--- src/rtl/bus_control_sequencer.sv ---
// bus_control_sequencer: multi-cycle fetch/decode/execute control FSM for a single-bus CPU datapath
module bus_control_sequencer (
  input  logic        clock,
  input  logic        reset,
  input  logic        run,
  input  logic [31:0] ir,
  input  logic        mem_ready,
  output logic [15:0] r_out,
  output logic [15:0] r_in,
  output logic        hi_out,
  output logic        lo_out,
  output logic        zhi_out,
  output logic        zlo_out,
  output logic        pc_out,
  output logic        mdr_out,
  output logic        c_sign_out,
  output logic        pc_in,
  output logic        ir_in,
  output logic        mar_in,
  output logic        mdr_in,
  output logic        y_in,
  output logic        z_in,
  output logic        hi_in,
  output logic        lo_in,
  output logic        inc_pc,
  output logic        mem_read,
  output logic [4:0]  alu_op,
  output logic        halted
);
  typedef enum logic [3:0] {IDLE, T0, T1, T2, T3, T4, T5, T6, HALT} state_t;
  state_t state, nextState, endState;
  logic [4:0] opcode;
  logic [3:0] ra, rb, rc;
  logic isAlu, isAddi, isMulDiv, isMfhi, isMflo, isHalt, isArith;
  assign opcode   = ir[31:27];
  assign ra       = ir[26:23];
  assign rb       = ir[22:19];
  assign rc       = ir[18:15];
  assign isAlu    = opcode >= 5'd3 && opcode <= 5'd11;
  assign isAddi   = opcode == 5'd12;
  assign isMulDiv = opcode == 5'd15 || opcode == 5'd16;
  assign isMfhi   = opcode == 5'd23;
  assign isMflo   = opcode == 5'd24;
  assign isHalt   = opcode == 5'd27;
  assign isArith  = isAlu || isAddi || isMulDiv;
  assign endState = run ? T0 : IDLE;
  always_ff @(posedge clock)
    if (reset) state <= IDLE;
    else state <= nextState;
  always_comb begin
    r_out = '0;
    r_in = '0;
    hi_out = 1'b0;
    lo_out = 1'b0;
    zhi_out = 1'b0;
    zlo_out = 1'b0;
    pc_out = 1'b0;
    mdr_out = 1'b0;
    c_sign_out = 1'b0;
    pc_in = 1'b0;
    ir_in = 1'b0;
    mar_in = 1'b0;
    mdr_in = 1'b0;
    y_in = 1'b0;
    z_in = 1'b0;
    hi_in = 1'b0;
    lo_in = 1'b0;
    inc_pc = 1'b0;
    mem_read = 1'b0;
    alu_op = '0;
    halted = 1'b0;
    nextState = state;
    case (state)
      IDLE: nextState = run ? T0 : IDLE;
      T0: begin
        pc_out = 1'b1;
        mar_in = 1'b1;
        inc_pc = 1'b1;
        z_in = 1'b1;
        nextState = T1;
      end
      T1: begin
        mem_read = 1'b1;
        zlo_out = mem_ready;
        pc_in = mem_ready;
        mdr_in = mem_ready;
        nextState = mem_ready ? T2 : T1;
      end
      T2: begin
        mdr_out = 1'b1;
        ir_in = 1'b1;
        nextState = T3;
      end
      T3: begin
        if (isArith) begin
          r_out[rb] = 1'b1;
          y_in = 1'b1;
          nextState = T4;
        end else if (isHalt) begin
          nextState = HALT;
        end else begin
          hi_out = isMfhi;
          lo_out = isMflo;
          r_in[ra] = isMfhi || isMflo;
          nextState = endState;
        end
      end
      T4: begin
        r_out[rc] = !isAddi;
        c_sign_out = isAddi;
        alu_op = isAddi ? 5'd3 : opcode;
        z_in = 1'b1;
        nextState = T5;
      end
      T5: begin
        zlo_out = 1'b1;
        lo_in = isMulDiv;
        r_in[ra] = !isMulDiv;
        nextState = isMulDiv ? T6 : endState;
      end
      T6: begin
        zhi_out = 1'b1;
        hi_in = 1'b1;
        nextState = endState;
      end
      HALT: halted = 1'b1;
      default: nextState = IDLE;
    endcase
  end
endmodule

--- config.mk ---
export PLATFORM = sky130hd
export DESIGN_NAME = bus_control_sequencer
export DESIGN_NICKNAME = d
export VERILOG_FILES = /design/src/rtl/bus_control_sequencer.sv
export SDC_FILE = /design/constraint.sdc
export NUM_CORES = 1
export LEC_CHECK = 0
export CAP_MARGIN = 0
export CORE_UTILIZATION = 32
export DETAILED_ROUTE_END_ITERATION = 12
export GPL_TIMING_DRIVEN = 0
export PLACE_DENSITY = 0.8
export REMOVE_ABC_BUFFERS = 1
export SYNTH_ARGS = -nofsm -noshare
export SYNTH_HDL_FRONTEND = slang
export SYNTH_SLANG_ARGS = --single-unit
--- constraint.sdc ---
create_clock -name clock -period 2.05 [get_ports clock]
set_input_delay 0.41 -clock clock [delete_from_list [all_inputs] [get_ports clock]]
set_output_delay 0.41 -clock clock [all_outputs]
set_load 0.01 [all_outputs]
==> run metrics <==
status=complete, but fails checks; failing checks=negative setup slack; Residual DRC=0; switching portion of total power=between 40% and 50%; wire per inst=17.4 um; sequential fraction of the synthesis area=between 7 and 8%; area grow syn2layout=124%; Iteration-0 DRC Markers=114; CTS tree=yes; Reg2Reg Depth=6; Setup crit end kind=primary output; I/O Buffers=75; Post-DP HPWL=2610 um; commonest cells in the netlist=nand2_1, nand2b_1, inv_1, o31ai_1, o32ai_1; Worst-Margin Slew=0.715 ns; gr ovfl total=0; clock slew at reported path FFs=approximately 0.04 ns; crit path time final=2.34 ns; fmax=428 MHz; Peak supply drop=0.000100 V; Top FF cell, synth=dfxtp_1; layout cell share with drive strength beyond 1=between 60% and 70%; Largest regs=state x4; Worst Setup Start Kind=register; Layout fillers=about 200; Finished Cell Area=0.00241 mm2; max reg flops=4; Hold Crit Start=state[3]; Final period util=114%; # rows=20; Final Slew Violations=0; Initial Util=between 30% and 40%; hold_buf cts=0; #FFs+latches synth=4; placed inst area=0.00179 mm2; Post-Syn Instances=146; register with the most flip-flops=state; die extent in y=60.0 um; share of power burned in the clock network=21.4%; Inserted Clock Buffers=3; NetSw=0.000192 W; count of maximum capacitance violations=0; r2r setup slk=between 0.4 and 0.5 ns; routed vias=1676; Distinct cells, synth=40; Reg power frac=19.6%; final-report setup violation count=38; clock sink count=4; Design Power=between 0.0004 and 0.0005 W; Synth area leaders=nor4b_2, dfxtp_1, o32ai_1; count leader, synth=nand2_1; CP startpoint=state[1]; post-route ant nets=0; WP data required=1.64 ns; initial antenna violation count=0; clk root buf=clkbuf_4; final worst slack=-0.287 ns; GR Util All Layers=roughly 27%; Arr. time, crit path=slightly below 2 ns; area leader, netlist=nor4b_2; Max Buffers Root-to-Sink=2; final WL=5080 um; 1st-pass router iterations=4; Via-to-Cell Ratio=5.76; die footprint=approximately 0.0036 mm2; largest net degree at the start of global routing=15; I/O pins=91; Min Hold Slack=0.533 ns; Routability Congestion=0.733; unrepaired setup endpoints after global routing=true; EDFF count, synth=0; nets=about 290; crit path capture=r_out[10]; Leakage=1.08 nW; Internal Power=0.000270 W; antenna fix cells=0; Gate power share=59.0%; core area=0.00313 mm2; Yosys top cell area share=8.37%; syn avg cell area=7.37 um2; critical path type=reg2out; final hold violations=0; Clock Skew=0.00477 ns; Synth Cell Area=roughly 0.0011 mm2; worst min path class=reg2reg; worst r2r dst=state[0]; Place WS=-1.09 ns; Clock Latency Late Sink=0.24 ns; worst r2r src=state[1]; P per Cell Area=192 mW/mm2; H-tree depth=1; first-pass GRT wire length=7600 um; yosys warns=0; asr flop ratio synth=0%; slew margin rel.=52.4%; worst-path fanout max=7; vias in the first global route=1617; Die Width=60.0 um
cell type report:
type	instances	area, um2	share of cell area [%]
inverter	8	30.0	1.25
multi-input combinational	121	1330	55.2
sequential	4	95.1	3.95
tap	44	55.1	2.28
timing repair buffer	111	877	36.4
clock buffer	3	22.5	0.935
power groups by stage:
stage	Clock [W]	Combinational, W	Sequential, W
6_report	0.0000989	0.000273	0.0000908
5_1_grt	0.000109	0.000290	0.0000916
4_1_cts	0.000103	0.000239	0.0000905
3_5_place_dp	0	0.000179	0.0000983
3_3_place_gp	0	0.000177	0.0000979
2_1_floorplan	0	0.0000782	0.0000944
critical path, cell delays in order, from the launching register on:
cell and delay (ns):
dfxtp_4 0.37, buf_4 0.14, buf_6 0.11, nor4bb_4 0.35, buf_4 0.18, and3_4 0.20, nand2_2 0.06, o31ai_1 0.09
buf_2 0.18
kinds of logic (layout without fill, tap and decap cells):
family	Yosys count	count (layout)	share of synthesized area (%)
XOR/XNOR	1	1	0.814
AND/OR/NAND/NOR	87	87	54.4
buffers and inverters	21	122	11.0
flip-flops	4	4	7.44
AO/OA/AOI/OAI	33	33	26.3
cell usage in the layout, fill, tap and decap left out, types with 5 or more instances in the layout:
| master | count |
|---|---|
| nor4b_4 | 5 |
| dlygate4sd2_1 | 16 |
| o32ai_2 | 8 |
| buf_4 | 28 |
| o31ai_4 | 6 |
| buf_6 | 11 |
| nor4b_2 | 5 |
| nand2_1 | 14 |
| nor3_2 | 5 |
| clkdlybuf4s50_1 | 14 |
| buf_2 | 35 |
| nand2b_1 | 7 |
| inv_1 | 8 |
per-stage QoR:
stage	instances	utilization (%)	TNS, ns
finish	291	77.0	-6.38
global route	291	77.0	-9.03
CTS	283	72.5	-4.67
detailed placement	252	57.3	-38.94
global placement	252	57.3	-38.15
floorplan	133	-	-1.06
per-layer routing:
metal	up-vias	part of all wire [%]	track usage [%]
met1	826	41	34.0
met5	-	0	0
met2	68	51	45.9
met3	10	7.0	6.49
li1	772	-	-
met4	0	1.2	9.63
how the worst min path moves through the flow:
| stage | cells past startpoint | slack, ns | end |
|---|---|---|---|
| after floorplan | 1 | 0.48 | state[1] |
| after global placement | 2 | 0.63 | state[1] |
| after detailed placement | 2 | 0.65 | state[1] |
| after CTS | 1 | 0.52 | state[1] |
| after global routing | 1 | 0.54 | state[1] |
| final | 1 | 0.53 | state[1] |
what timing repair did:
| action | CTS | global route |
|---|---|---|
| hold endpoints to repair | 0 | 0 |
| pin swaps | 34 | 13 |
| resized for setup | 266 | 38 |
| setup buffers | 27 | 9 |
| gates cloned | 1 | 0 |
| endpoints found under the setup margin | 55 | 41 |
Power figures use the tool's default switching activity.
